===== src/rtl/deserializer_out.sv =====
// deserializer_out: comma-aligned receiver for the 9-bit serial frame link,
// assembling {word3, word2, word1} into a 27-bit frame with a valid strobe.
module deserializer_out #(
   parameter int         LOCK_CNT = 2,
   parameter logic [7:0] COMMA    = 8'h3C
) (
   input  logic        clk_i,
   input  logic        rst_i,
   input  logic        data_i,
   output logic [26:0] data_o,
   output logic        valid_o,
   output logic        locked_o,
   output logic        err_o
);
   typedef enum logic [1:0] {ST_HUNT, ST_IDLE, ST_DATA} state_t;
   localparam logic [3:0] LOCK = 4'(LOCK_CNT);
   state_t      state, state_nx;
   logic [8:0]  sr;
   logic [3:0]  bitcnt, bitcnt_nx, commas, commas_nx;
   logic [1:0]  widx, widx_nx;
   logic [17:0] stage, stage_nx;
   logic [26:0] data_nx;
   logic        valid_nx, err_nx, comma_hit, wb, slip;
   assign comma_hit = sr == {1'b1, COMMA};
   assign wb        = bitcnt == 4'd8;
   // an off-boundary comma while slot 0 or slot 1 is being assembled means the phase moved
   assign slip = comma_hit && !wb && (state == ST_IDLE || (state == ST_DATA && widx == 2'd1));
   always_ff @(posedge clk_i or negedge rst_i) begin
      if (!rst_i) begin
         state   <= ST_HUNT;
         sr      <= '0;
         bitcnt  <= '0;
         commas  <= '0;
         widx    <= '0;
         stage   <= '0;
         data_o  <= '0;
         valid_o <= 1'b0;
         err_o   <= 1'b0;
      end else begin
         state   <= state_nx;
         sr      <= {data_i, sr[8:1]};
         bitcnt  <= bitcnt_nx;
         commas  <= commas_nx;
         widx    <= widx_nx;
         stage   <= stage_nx;
         data_o  <= data_nx;
         valid_o <= valid_nx;
         err_o   <= err_nx;
      end
   end
   always_comb begin
      state_nx  = state;
      bitcnt_nx = wb ? 4'd0 : bitcnt + 4'd1;
      commas_nx = commas;
      widx_nx   = widx;
      stage_nx  = stage;
      data_nx   = data_o;
      valid_nx  = 1'b0;
      err_nx    = 1'b0;
      if (state == ST_HUNT) begin
         if (comma_hit && (commas == 4'd0 || !wb)) begin
            bitcnt_nx = 4'd0;
            commas_nx = 4'd1;
            state_nx  = (LOCK == 4'd1) ? ST_IDLE : ST_HUNT;
         end else if (wb && commas != 4'd0) begin
            commas_nx = comma_hit ? commas + 4'd1 : 4'd0;
            state_nx  = (comma_hit && commas + 4'd1 == LOCK) ? ST_IDLE : ST_HUNT;
         end
      end else if (slip) begin
         err_nx    = 1'b1;
         state_nx  = ST_HUNT;
         bitcnt_nx = 4'd0;
         commas_nx = 4'd1;
         widx_nx   = 2'd0;
      end else if (wb && state == ST_IDLE && !comma_hit) begin
         if (!sr[8]) begin
            stage_nx[8:0] = sr;
            widx_nx       = 2'd1;
            state_nx      = ST_DATA;
         end else begin
            err_nx    = 1'b1;
            state_nx  = ST_HUNT;
            commas_nx = 4'd0;
         end
      end else if (wb && state == ST_DATA) begin
         if (widx == 2'd1) begin
            stage_nx[17:9] = sr;
            widx_nx        = 2'd2;
         end else begin
            data_nx  = {sr, stage};
            valid_nx = 1'b1;
            widx_nx  = 2'd0;
            state_nx = ST_IDLE;
         end
      end
   end
   always_comb locked_o = state != ST_HUNT;
endmodule

===== config.mk =====
export PLATFORM = sky130hd
export DESIGN_NAME = deserializer_out
export DESIGN_NICKNAME = d
export VERILOG_FILES = /design/src/rtl/deserializer_out.sv
export SDC_FILE = /design/constraint.sdc
export NUM_CORES = 1
export LEC_CHECK = 0
export CAP_MARGIN = 20
export CORE_MARGIN = 5
export CORE_UTILIZATION = 45
export CTS_BUF_LIST = sky130_fd_sc_hd__clkbuf_8 sky130_fd_sc_hd__clkbuf_16
export DETAILED_ROUTE_END_ITERATION = 8
export PLACE_DENSITY = 0.68
export SLEW_MARGIN = 20
export SYNTH_ARGS = -nofsm -noshare
export SYNTH_HDL_FRONTEND = slang
export SYNTH_SLANG_ARGS = --single-unit

===== constraint.sdc =====
create_clock -name clk_i -period 6.4 [get_ports clk_i]
set_input_delay 1.28 -clock clk_i [delete_from_list [all_inputs] [get_ports clk_i]]
set_output_delay 1.28 -clock clk_i [all_outputs]
set_load 0.02 [all_outputs]

==> results of run 1 <==
==> layout make-up <==
class,instances,share of cell area [%]
clock inverters,4,2.11
repair buffers,34,10.1
clock buffers,10,4.23
inverters,7,0.807
flip-flops and latches,66,50.7
well taps,75,2.88
multi-input cells,114,29.2
==> critical path, cell delays in order, from the launching register on <==
cell	delay (ns)
dfrtp_1	0.45
nor2_1	0.21
clkinv_1	0.25
clkdlybuf4s50_1	0.61
==> layer usage <==
layer	GRT usage [%]	wire length, microns	up-vias
li1	-	-	765
met1	17.8	2180	822
met2	21.9	2210	35
met3	4.66	185	8
met4	6.09	79	0
met5	0	0	-
==> cells in the mapped netlist, types with 3 or more instances <==
cell type / number / area share (%)
nor2_1: 8 / 1.1
mux2_2: 43 / 18
ha_1: 5 / 2.4
dfrtp_1: 66 / 62
nand3_1: 5 / 0.94
inv_1: 6 / 0.85
or3_1: 3 / 0.71
nand2_1: 5 / 0.71
a21oi_1: 4 / 0.75
nor3_1: 3 / 0.57
nand2b_1: 4 / 0.94
a21o_1: 5 / 1.4
o21ai_0: 3 / 0.57
==> sequential cells by signal (all words and copies together) (netlist names) <==
| signal | cells |
|---|---|
| state | 2 |
| err_o | 1 |
| widx | 2 |
| commas | 4 |
| bitcnt | 4 |
| sr | 9 |
| valid_o | 1 |
| data_o | 26 |
| stage | 17 |
==> cell usage in the layout (no fill, tap or decap), types with 4 or more instances in the layout <==
cell	count
dfrtp_1	66
mux2_2	43
clkdlybuf4s50_1	30
clkbuf_8	10
nor2_1	8
inv_1	7
nand2_1	5
nand3_1	5
a21o_1	5
ha_1	5
a21oi_1	4
nand2b_1	4
==> where the power goes <==
part           internal (mW)  switching [mW]
clock                  0.224           0.140
combinational         0.0258          0.0335
sequential             0.435          0.0179
total                  0.684           0.192
==> final timing paths <==
path                          start          to  slack [ns]  depth (start not counted)
hold reg to reg               sr[1]       sr[0]        0.45                          0
min in group asynchronous     rst_i  data_o[18]        1.12                          2
max in group asynchronous     rst_i    stage[5]        4.74                          2
setup reg to reg              sr[8]   commas[1]        3.88                          5
hold / removal                sr[1]       sr[0]        0.45                          0
setup / recovery           state[1]    locked_o        3.28                          3
==> kinds of logic after synthesis <==
kind of cell               after synthesis  synth area share, %
DFF                                     66                 62.3
AOI/OAI and AO/OA                       21                 5.66
other                                    1                0.141
adders and majority gates                5                 2.36
xor gates and xnor gates                 2                0.660
muxes                                   43                 18.3
buffers and inverters                   12                 1.89
and+or+nand+nor                         42                 8.77
==> through the flow <==
| step | instance area (sq um) | worst slack [ns] | hold WS [ns] |
|---|---|---|---|
| 3_5_place_dp | 3050 | 3.65 | 0.433 |
| 4_1_cts | 3260 | 3.28 | 0.448 |
| 2_1_floorplan | 2650 | 4.06 | 0.393 |
| 5_1_grt | 3260 | 3.15 | 0.472 |
| 6_report | 3260 | 3.28 | 0.449 |
| 3_3_place_gp | 3050 | 3.68 | 0.425 |
==> metrics.yaml, run 1 <==
status:
  status: "completed"
floorplan:
  initial_core_util_pct: 45.6
  dieArea_sq_um: 7530
  pin_count: 33
  die_w_microns: 86.8
  fp.dieH_microns: 86.8
  core_sq_um: 5820
  rows: 28
timing:
  hold_viol_final: 0
  tns_ns: 0
  slew_headroom_pct: 36.5
  min_period_over_period_pct: 48.7
  fmax_ghz: 0.321
  slew_violations: 0
  rsz0062_at_grt: "false"
  period_needed_ns: 3.12
  setup_viol_count_final: 0
  tightest_slew_ns: 0.949
  clock_skew_ns: 0.00732
layout:
  drive_gt1_share_pct: 26.4
  n_antenna_cell: 0
  final_net_count: 240
  seqCellArea_sq_um: 1650
  final_core_util_pct: 56.0
  nFillCells: 512
  stdcell_count: 310
  area_growth_pct: 22.8
  multi_input_area_sq_um: 951
placement:
  dp_cells: 296
  gp_congestion: 0.903
  io_buffers: 31
  dp_hpwl_microns: 3090
yosys:
  syn_area_sq_um: 2650
  ys.warnings.count: 0
  syn_inst: 192
  ys_seq_area_share_pct: 62.3
  ys_async_sr_fraction_pct: 100
  synth.avg_cell_area_sq_um: 13.8
  synth_ff_type: "dfrtp_1"
  ys_seq_elements: 66
  synth-edff-count: 0
  yosysUniqueCellTypes: 40
  synth_nets: 200
detailed_routing:
  drtPass1Iterations: 4
  drt_iter0_markers: 107
  wirelength_microns: 4650
  via_count: 1630
  wl_per_cell_microns: 15.0
  detail-route-antenna-nets: 0
  drc: 0
  vias_per_cell: 5.26
power_and_ir_drop:
  ir_worst_vdd_v: 0.000149
  power.density_nw_per_um2: 269
  power_mw: 0.876
  p_leak_nw: 1.57
clocking:
  clk_path_buf_depth: 2
  root_buffer: "clkbuf_8"
  cts_tree: "built"
  clk_latency_ns: 0.33
  ctsResizeCount: 0
  cts.sinks: 66
  path_clk_slew_ns: 0.06
  numCtsBuffers: 9
  htree_levels: 3
  cts_hold_buffers: 0
  post-cts-setup-buffers: 0
critical_path:
  arrival_ns: 1.84
  crit_required_ns: 5.12
  path_max_fanout: 9
  crit_path_start_kind: "flop"
  worst_setup_path_end_kind: "primary output"
  path_class: "flop to primary output"
global_route:
  grt_pass1_wl_microns: 8020
  grt.total_usage_pct: 14.0
  overflow: 0
  grt_max_degree: 67
  antenna_found_initial: 0
  first_global_vias: 1660
run:
  cap_violations: 0
worst_hold_path:
  hold_class: "flop to flop"
No activity file was read; power rests on OpenSTA's default activity.
==> run 2: changes to the inputs <==
==> constraint.sdc (replaced) <==
create_clock -name clk_i -period 3.2 [get_ports clk_i]
set_input_delay 0.64 -clock clk_i [delete_from_list [all_inputs] [get_ports clk_i]]
set_output_delay 0.64 -clock clk_i [all_outputs]
set_load 0.02 [all_outputs]
==> run 2 against run 1 <==
Net effect:
- design area is 1.9% higher
- first-iteration DRC count is 21% higher
- global-route usage increased by 0.30 points
- combinational power increased by 110%
- critical path type unchanged
==> metrics.yaml, run 2 (synthesis results as in run 1) <==
clocking:
  path_clk_slew_ns: 0.07  # about the same
  numCtsBuffers: 9  # unchanged
  clk_path_buf_depth: 2  # unchanged
  htree_levels: 3  # unchanged
  cts.sinks: 66  # unchanged
  root_buffer: "clkbuf_8"
  clk_latency_ns: 0.34  # about the same
  cts_tree: "built"
  post-cts-setup-buffers: 0  # unchanged
  ctsResizeCount: 0  # unchanged
  cts_hold_buffers: 0  # unchanged
floorplan:
  dieArea_sq_um: 7530  # unchanged
  pin_count: 33  # unchanged
  die_w_microns: 86.8  # unchanged
  rows: 28  # unchanged
  core_sq_um: 5820  # unchanged
  initial_core_util_pct: 45.6  # unchanged
  fp.dieH_microns: 86.8  # unchanged
timing:
  slew_violations: 0  # unchanged
  rsz0062_at_grt: "false"
  slew_headroom_pct: 48.1  # +12 points
  tightest_slew_ns: 0.772  # -0.177 ns
  fmax_ghz: 0.398
  layout_setup_ws_ns: 0.687  # -2.60 ns
  clock_skew_ns: 0.00920  # +0.00188 ns
  period_needed_ns: 2.51
  min_period_over_period_pct: 78.5
  tns_ns: 0  # unchanged
  setup_viol_count_final: 0  # unchanged
  hold_viol_final: 0  # unchanged
global_route:
  first_global_vias: 1662  # +0.12%
  grt.total_usage_pct: 14.3  # +0.30 points
  antenna_found_initial: 0  # unchanged
  grt_pass1_wl_microns: 8160  # +1.7%
  overflow: 0  # unchanged
  grt_max_degree: 46  # -31%
critical_path:
  worst_setup_path_end_kind: "primary output"
  slowest_delay_ns: 0.62  # about the same
  arrival_ns: 1.87  # +0.03 ns
  rrSetupSlack_ns: 0.70  # -3.18 ns
  crit_chain: "nor2_1 > clkinv_1 > clkdlybuf4s50_1"
  critPathSlowestCell: "clkdlybuf4s50_1"
  path_class: "flop to primary output"
  path_max_fanout: 9  # unchanged
  crit_required_ns: 2.56  # -2.56 ns
  crit_path_start_kind: "flop"
power_and_ir_drop:
  clockPowerShare_pct: 44.1  # +2.5 points
  p_leak_nw: 1.59  # +1.5%
  pwr-share-seq_pct: 49.2  # -2.5 points
  power.density_nw_per_um2: 555  # +110%
  combinationalPowerShare_pct: 6.7  # about the same
  internal-power_mw: 1.42  # +110%
  switching_share_pct: 22.7  # +0.81 points
  ir_worst_vdd_v: 0.000398  # +170%
  p_switching_mw: 0.418  # +120%
layout:
  final_net_count: 242  # +0.83%
  drive_gt1_share_pct: 28.0  # +1.7 points
  final_common_cell: "dfrtp_1"
  n_antenna_cell: 0  # unchanged
  largest_registers: "data_o: 26 flops, stage: 17 flops, sr: 9 flops"
  area_growth_pct: 25.1
  largest_reg_flops: 26  # unchanged
  final_cell_mix: "dfrtp_1, mux2_2, clkdlybuf4s50_1, clkbuf_8, nor2_1"
  largest_register: "data_o"
placement:
  gp_congestion: 0.775  # -14%
  dp_slack_ns: 0.739  # -2.91 ns
  dp_hpwl_microns: 3180  # +2.9%
  io_buffers: 31  # unchanged
detailed_routing:
  detail-route-antenna-nets: 0  # unchanged
  wirelength_microns: 4770  # +2.5%
  drt_iter0_markers: 129  # +21%
  drc: 0  # unchanged
  vias_per_cell: 5.22  # -0.73%
  via_count: 1639  # +0.55%
  wl_per_cell_microns: 15.2  # +1.2%
  drtPass1Iterations: 4  # unchanged
worst_hold_path:
  hold_class: "input pin to async pin"
status:
  status: "completed"
run:
  cap_violations: 0  # unchanged
==> run 2: routing by layer <==
layer / wire length (microns) / GRT usage, % / part of all wire, % / vias to the layer above
met2: 2170 / 20.5 / 46 / 53
met1: 2270 / 19.6 / 48 / 809
met4: 79 / 5.10 / 1.7 / 0
met3: 241 / 5.89 / 5.1 / 8
met5: 0 / 0 / 0 / -
li1: - / - / - / 769
==> run 2: area by class of cell <==
class / count / area, sq um
clock inverter: 4 / 72.6
fill: 495 / 2500
tap: 75 / 93.8
inverter: 7 / 26.3
timing repair buffer: 36 / 358
multi-input combinational: 114 / 951
sequential: 66 / 1650
clock buffer: 12 / 165
==> run 2: path summary, 6_finish.rpt <==
path / startpoint / endpoint / depth (start not counted)
setup / recovery: state[1] / locked_o / 3
hold / removal: rst_i / data_o[10] / 1
setup reg to reg: sr[8] / commas[0] / 5
hold reg to reg: sr[1] / sr[0] / 0
max in group asynchronous: rst_i / stage[0] / 2
min in group clk_i: sr[1] / sr[0] / 0
==> run 2: stage by stage <==
| stage | power, mW | cell area (sq um) | std cells | util, % | hold slack (ns) |
|---|---|---|---|---|---|
| 6_report | 1.84 | 3320 | 314 | 57.1 | 0.290 |
| 5_1_grt | 1.92 | 3320 | 314 | 57.1 | 0.320 |
| 4_1_cts | 1.86 | 3320 | 314 | 57.0 | 0.443 |
| 3_5_place_dp | 1.04 | 3080 | 298 | 52.9 | 0.425 |
| 3_3_place_gp | 1.04 | 3080 | 298 | 52.9 | 0.416 |
| 2_1_floorplan | 0.997 | 2650 | 192 | - | 0.344 |
==> run 2: critical path: cells and delay by family (launching register included) <==
kind | cells | cell delay, ns
flip-flops | 1 | 0.45
buffers and inverters | 2 | 0.88
AND/OR/NAND/NOR | 1 | 0.20
==> run 2: power by group through the flow <==
stage | clock (mW) | combinational, mW | sequential, mW
final | 0.812 | 0.124 | 0.906
after global routing | 0.870 | 0.144 | 0.911
after CTS | 0.829 | 0.125 | 0.905
after detailed placement | 0 | 0.123 | 0.921
after global placement | 0 | 0.119 | 0.919
after floorplan | 0 | 0.0866 | 0.911
